$ cat config.mk
export PLATFORM = sky130hd
export DESIGN_NAME = ntm_scalar_subtractor
export DESIGN_NICKNAME = d
export VERILOG_FILES = /design/src/rtl/ntm_scalar_subtractor.sv
export SDC_FILE = /design/constraint.sdc
export NUM_CORES = 1
export LEC_CHECK = 0
export BUFFER_PORTS_ARGS = -buffer_cell sky130_fd_sc_hd__buf_4
export CORE_MARGIN = 10
export CORE_UTILIZATION = 58
export DETAILED_ROUTE_END_ITERATION = 6
export HOLD_SLACK_MARGIN = 0.1
export PLACE_DENSITY = 0.81
export SYNTH_ARGS = -nofsm -noshare
export SYNTH_HDL_FRONTEND = slang
export SYNTH_SLANG_ARGS = --single-unit
$ cat constraint.sdc
create_clock -name clk -period 3.75 [get_ports clk]
set_clock_uncertainty 0.05 [all_clocks]
set_input_delay 0.5625 -clock clk [delete_from_list [all_inputs] [get_ports clk]]
set_output_delay 0.5625 -clock clk [all_outputs]
set_load 0.02 [all_outputs]
$ cat src/rtl/ntm_scalar_subtractor.sv
// Bit-serial in1 - in2 with one borrow flop; NTM_SCALAR_SUBTRACTOR_SATURATE_EN clamps negative results to 0.
// Latency: ready pulses in the cycle after edge N+DATA_SIZE+1 for start sampled at edge N.
// Backpressure: none; start is honoured only in IDLE, requests while busy are dropped.
module ntm_scalar_subtractor #(
  parameter int DATA_SIZE = 8
) (
  input  logic                 clk,
  input  logic                 rst,
  input  logic                 start,
  input  logic [DATA_SIZE-1:0] in1,
  input  logic [DATA_SIZE-1:0] in2,
  output logic                 busy,
  output logic                 ready,
  output logic [DATA_SIZE:0]   out
);

  localparam int CW = $clog2(DATA_SIZE);

  typedef enum logic [1:0] {IDLE, SHIFT, DONE} state_t;

  state_t               state;
  logic [DATA_SIZE-1:0] a_reg;
  logic [DATA_SIZE-1:0] b_reg;
  logic [DATA_SIZE-1:0] res;
  logic                 borrow;
  logic [CW-1:0]        cnt;
  logic                 d;
  logic                 borrow_nxt;

  assign d          = a_reg[0] ^ b_reg[0] ^ borrow;
  assign borrow_nxt = (~a_reg[0] & b_reg[0]) | (~(a_reg[0] ^ b_reg[0]) & borrow);

  always_ff @(posedge clk or negedge rst) begin
    if (!rst) begin
      state  <= IDLE;
      a_reg  <= '0;
      b_reg  <= '0;
      res    <= '0;
      borrow <= 1'b0;
      cnt    <= '0;
      busy   <= 1'b0;
      ready  <= 1'b0;
      out    <= '0;
    end else begin
      ready <= 1'b0;
      case (state)
        IDLE: begin
          if (start) begin
            a_reg  <= in1;
            b_reg  <= in2;
            borrow <= 1'b0;
            cnt    <= '0;
            busy   <= 1'b1;
            state  <= SHIFT;
          end
        end
        SHIFT: begin
          // LSB-first: each difference bit enters at the MSB so bit 0 lands last in place
          a_reg  <= {1'b0, a_reg[DATA_SIZE-1:1]};
          b_reg  <= {1'b0, b_reg[DATA_SIZE-1:1]};
          res    <= {d, res[DATA_SIZE-1:1]};
          borrow <= borrow_nxt;
          cnt    <= cnt + 1'b1;
          if (cnt == CW'(DATA_SIZE - 1)) state <= DONE;
        end
        DONE: begin
`ifdef NTM_SCALAR_SUBTRACTOR_SATURATE_EN
          out <= borrow ? '0 : {1'b0, res};
`else
          out <= {borrow, res};
`endif
          ready <= 1'b1;
          busy  <= 1'b0;
          state <= IDLE;
        end
        default: state <= IDLE;
      endcase
    end
  end

endmodule
* Yosys cells after proc, flatten, opt, wreduce, memory -nomap -nowiden
Index checks and enable logic that the tools add are counted.
** Storage, ports and cells
- Register bits :: 41
- Word-level logic and storage cells :: 42
- ROM bits :: 0
- Memories kept :: 0
- Bits of input ports :: 19
- RAM bits :: 0
- Output and inout bits :: 11
- Bits in latches :: 0
** Operators by class
- $lt $le $gt $ge :: 0
- Multipliers :: 0
- Bitwise gates (word level) :: 7
- $add $sub $neg :: 1
- Muxes and demuxes :: 14
- Reductions and logical operators :: 6
- Equality and inequality tests :: 5
- Shift-type cells :: 0
- Div/mod/pow operators :: 0
** Operator list (number)
- one-hot mux 8 bit (2 select lines) :: 2
- two-way mux 8 bit :: 2
- one-hot mux 3 bit (2 select lines) :: 1
- AND reduction 2 bit :: 3
- two-way mux 2 bit :: 2
- != test 2 bit (second input constant) :: 2
- one-hot mux 1 bit (2 select lines) :: 2
- one-hot mux 2 bit (2 select lines) :: 1
- nonzero test 2 bit :: 2
- adder 3 x 1 -> 3 bit (second input constant) :: 1
- == test 3 bit (second input constant) :: 1
- two-way mux 1 bit :: 3
- two-way mux 3 bit :: 1
- AND 1 bit :: 2
- == test 2 x 1 -> 1 bit (second input constant) :: 1
- == test 2 bit (second input constant) :: 1
- zero test 2 bit :: 1
- inverter 1 bit :: 2
- bitwise XOR 1 bit :: 2
- OR 1 bit :: 1

* Depth between registers and ports, before layout
- Word-level depth :: 5
- Depth in mapped cells :: 6
- Mapped depth without buffers :: 3

* Worst setup path before layout
No wires, ideal clock.
- Path kind :: input -> register
- Start :: input port start
- End :: register a_reg[0]
- Stages :: 4
- Arrival :: 1.218 ns
- Setup slack :: 2.359 ns
- Buffers on the path :: 2
- Data required time :: 3.577 ns
- Library setup time :: 0.123 ns
- Cell sequence :: buf_2 > buf_1 > nand3b_1 > o221a_2
** On the way
- Word-level cells in the longest chain between the ends :: 2
** RTL lines
- start: declaration :: line 9 : input logic start,
- != test 2 bit (no line)
- AND reduction 2 bit (no line)
- end signal: assignment :: line 49 : a_reg <= in1;
- end signal: assignment :: line 59 : a_reg <= {1'b0, a_reg[DATA_SIZE-1:1]};
- end: declaration :: line 22 : logic [DATA_SIZE-1:0] a_reg;
No other way between the ends.
A chain may end at the register's enable or synchronous reset.

* Worst setup path after layout
- Start :: register state[1]
- End :: register out[4]
** On the way
- Word-level cells in the longest chain between the ends :: 1
** RTL lines
- start: declaration :: line 21 : state_t state;
- start signal: assignment :: line 35 : state <= IDLE;
- start signal: assignment :: line 54 : state <= SHIFT;
- start signal: assignment :: line 64 : if (cnt == CW'(DATA_SIZE - 1)) state <= DONE;
- == test 2 bit :: line 46 : case (state)
- end signal: assignment :: line 70 : out <= {borrow, res};
- end: declaration :: line 14 : output logic [DATA_SIZE:0] out
No other way between the ends.

==> flow_summary.json <==
{
  "via_per_inst": 6.22,
  "cts-root-buf": "clkbuf_4",
  "synthArstFlopShare": 1.00,
  "hold_buffers": 0,
  "cp.required_ns": 3.94,
  "cp-startpoint": "state[1]$_DFFE_PN0P_",
  "pwr-share-comb": 0.367,
  "synth-main-ff-cell": "dfrtp_1",
  "synth_fp_nets": 162,
  "largest_reg_flops": 9,
  "setup_viol": 0,
  "yosys.cell_types.count": 25,
  "clkLatencyLatePin_ns": 0.35,
  "status": "completed",
  "place.gp.congestion": 0.797,
  "die_x_um": 74.8,
  "path_clk_slew_ns": 0.11,
  "pwr_density_cell_nw_per_um2": 829,
  "critPathKind": "reg -> reg",
  "seq_area_frac_synth": 0.589,
  "rrSetupSlack_ns": 1.80,
  "drc_errors": 0,
  "cts_tree": "built",
  "grt_max_degree": 42,
  "layout_common_cells": "dfrtp_1 (41), buf_4 (29), o22ai_1 (24), a21oi_1 (14), mux2_2 (13)",
  "fin_area_um2": 1990,
  "ys.warnings.count": 0,
  "yosys_register_bits": 41,
  "yosys.area_share.xor_xnor": 0,
  "switchingPower_uw": 574,
  "syn-cell-area_um2": 1740,
  "seq_power_share": 0.470,
  "portBuffers": 29,
  "cp-end-kind": "register",
  "worstPathMaxFanout": 14,
  "clock_power_share": 0.163,
  "largest-register": "out",
  "ioPinCount": 30,
  "die-area_um2": 5600,
  "htreeDepth": 2,
  "setup_tns_ns": 0,
  "antennaDiodeCount": 0,
  "drv_cap": 0,
  "start_util": 0.621,
  "place_area_um2": 1920,
  "worst_ep_arrival_time_ns": 2.14,
  "clockBufferDepth": 2,
  "endpoint": "out[4]$_DFFE_PN0P_",
  "rsz0062_at_grt": "false",
  "cts-resized-gates": 0,
  "antenna_found_initial": 0,
  "synth_compound_area_frac": 0.176,
  "worstMarginPinSlew_ns": 0.888,
  "netlist_instances": 140,
  "cts_sinks": 41,
  "dpl_worst_slack_ns": 1.78,
  "startpoint_type": "register",
  "fp-row-count": 19,
  "vdd_ir_drop_max_v": 0.000535,
  "avgSynthCellArea_um2": 12.4,
  "maxSlewHeadroom": 0.406,
  "swShare": 0.347,
  "die_h_um": 74.8,
  "fin_crit_ns": 1.95,
  "drive_gt1_frac": 0.339,
  "slew_violations": 0,
  "fin_crit_sh": 0.520,
  "wl_per_cell_um": 17.9,
  "hp-class": "in -> async",
  "r2r_end": "out[4]$_DFFE_PN0P_",
  "grt_use_total": 0.136,
  "dpl.hpwl_um": 2470,
  "area.growth.synth_to_final_pct": 14.5,
  "first_global_vias": 1269,
  "nNetsFinal": 187,
  "coreArea_um2": 2810,
  "max_freq_ghz": 0.513,
  "setup_slack_ns": 1.80,
  "grt_overflow": 0,
  "synth-simple-area-share": 0.0489,
  "p_int_mw": 1.08,
  "finalHoldViolations": 0,
  "synth_top_family_by_area": "compound AO/OA/AOI/OAI gates",
  "timing.hold.ws_ns": 0.115,
  "drt_first_pass_iters": 4,
  "cts_setup_buffers": 0,
  "vias": 1220,
  "synth-edff-count": 0,
  "ant_nets": 0,
  "grt_pass1_wl_um": 5800,
  "final_common_cell": "dfrtp_1",
  "synth_fa_ha_area_frac": 0.0259,
  "drt-total-wl_um": 3510,
  "synthMuxAreaShare": 0.110,
  "worstReg2RegStart": "state[1]$_DFFE_PN0P_",
  "numCtsBuffers": 5,
  "power_leakage_nw": 0.931,
  "rr_worst_depth": 3,
  "drt_iter0_markers": 104
}
## stage by stage
step / power [mW] / std cells / utilization
floorplan: 1.23 / 140 / -
global placement: 1.35 / 189 / 0.685
detailed placement: 1.40 / 189 / 0.685
CTS: 1.67 / 196 / 0.711
global route: 1.77 / 196 / 0.711
finish: 1.65 / 196 / 0.711
## cell type report
type,instances,area (um^2)
Clock buffer,5,37.5
Clock inverter,2,35.0
Fill cell,189,811
Inverter,3,11.3
Multi-Input combinational cell,85,628
Sequential cell,41,1030
Tap cell,31,38.8
Timing Repair Buffer,29,218
## cells by family after synthesis
group	Yosys count
flip-flops	41
AND/OR/NAND/NOR	16
AO/OA/AOI/OAI	50
multiplexers	16
adder cells (fa/ha/maj)	3
buffers and inverters	14
## worst max-delay path, cell delays in order, from the launching register on
cell and delay [ns]:
dfrtp_1 0.50, inv_2 0.17, nor2_1 0.70, mux2_2 0.42
## power by group through the flow
stage / logic, mW / clock network, mW / registers (mW)
floorplan: 0.437 / 0 / 0.792
global placement: 0.577 / 0 / 0.774
detailed placement: 0.609 / 0 / 0.786
CTS: 0.613 / 0.276 / 0.777
global route: 0.670 / 0.295 / 0.803
finish: 0.607 / 0.269 / 0.777
## Yosys cell counts (3+ instances only)
cell,number,area share
mux2_4,3,0.026
o21ai_0,6,0.017
nor2_1,6,0.013
o22ai_1,24,0.086
a22o_1,3,0.015
buf_6,3,0.019
a21oi_1,14,0.040
mux2_2,13,0.084
dfrtp_1,41,0.59
buf_2,4,0.011
nand2_1,4,0.0086
## layer usage
metal | part of all wire | track usage
met1 | 0.42 | 0.151
met2 | 0.51 | 0.230
met3 | 0.060 | 0.0447
met4 | 0.014 | 0.0714
met5 | 0 | 0
## worst min-delay path by stage
stage                                end  cells past startpoint                from
floorplan           a_reg[0]$_DFFE_PN0P_                      0                 rst
global placement      out[0]$_DFFE_PN0P_                      1  res[0]$_DFFE_PN0P_
detailed placement    out[6]$_DFFE_PN0P_                      1  out[6]$_DFFE_PN0P_
CTS                   out[1]$_DFFE_PN0P_                      1                 rst
global route          out[1]$_DFFE_PN0P_                      1                 rst
finish                res[1]$_DFFE_PN0P_                      1                 rst
No activity file was read; power rests on OpenSTA's default activity.
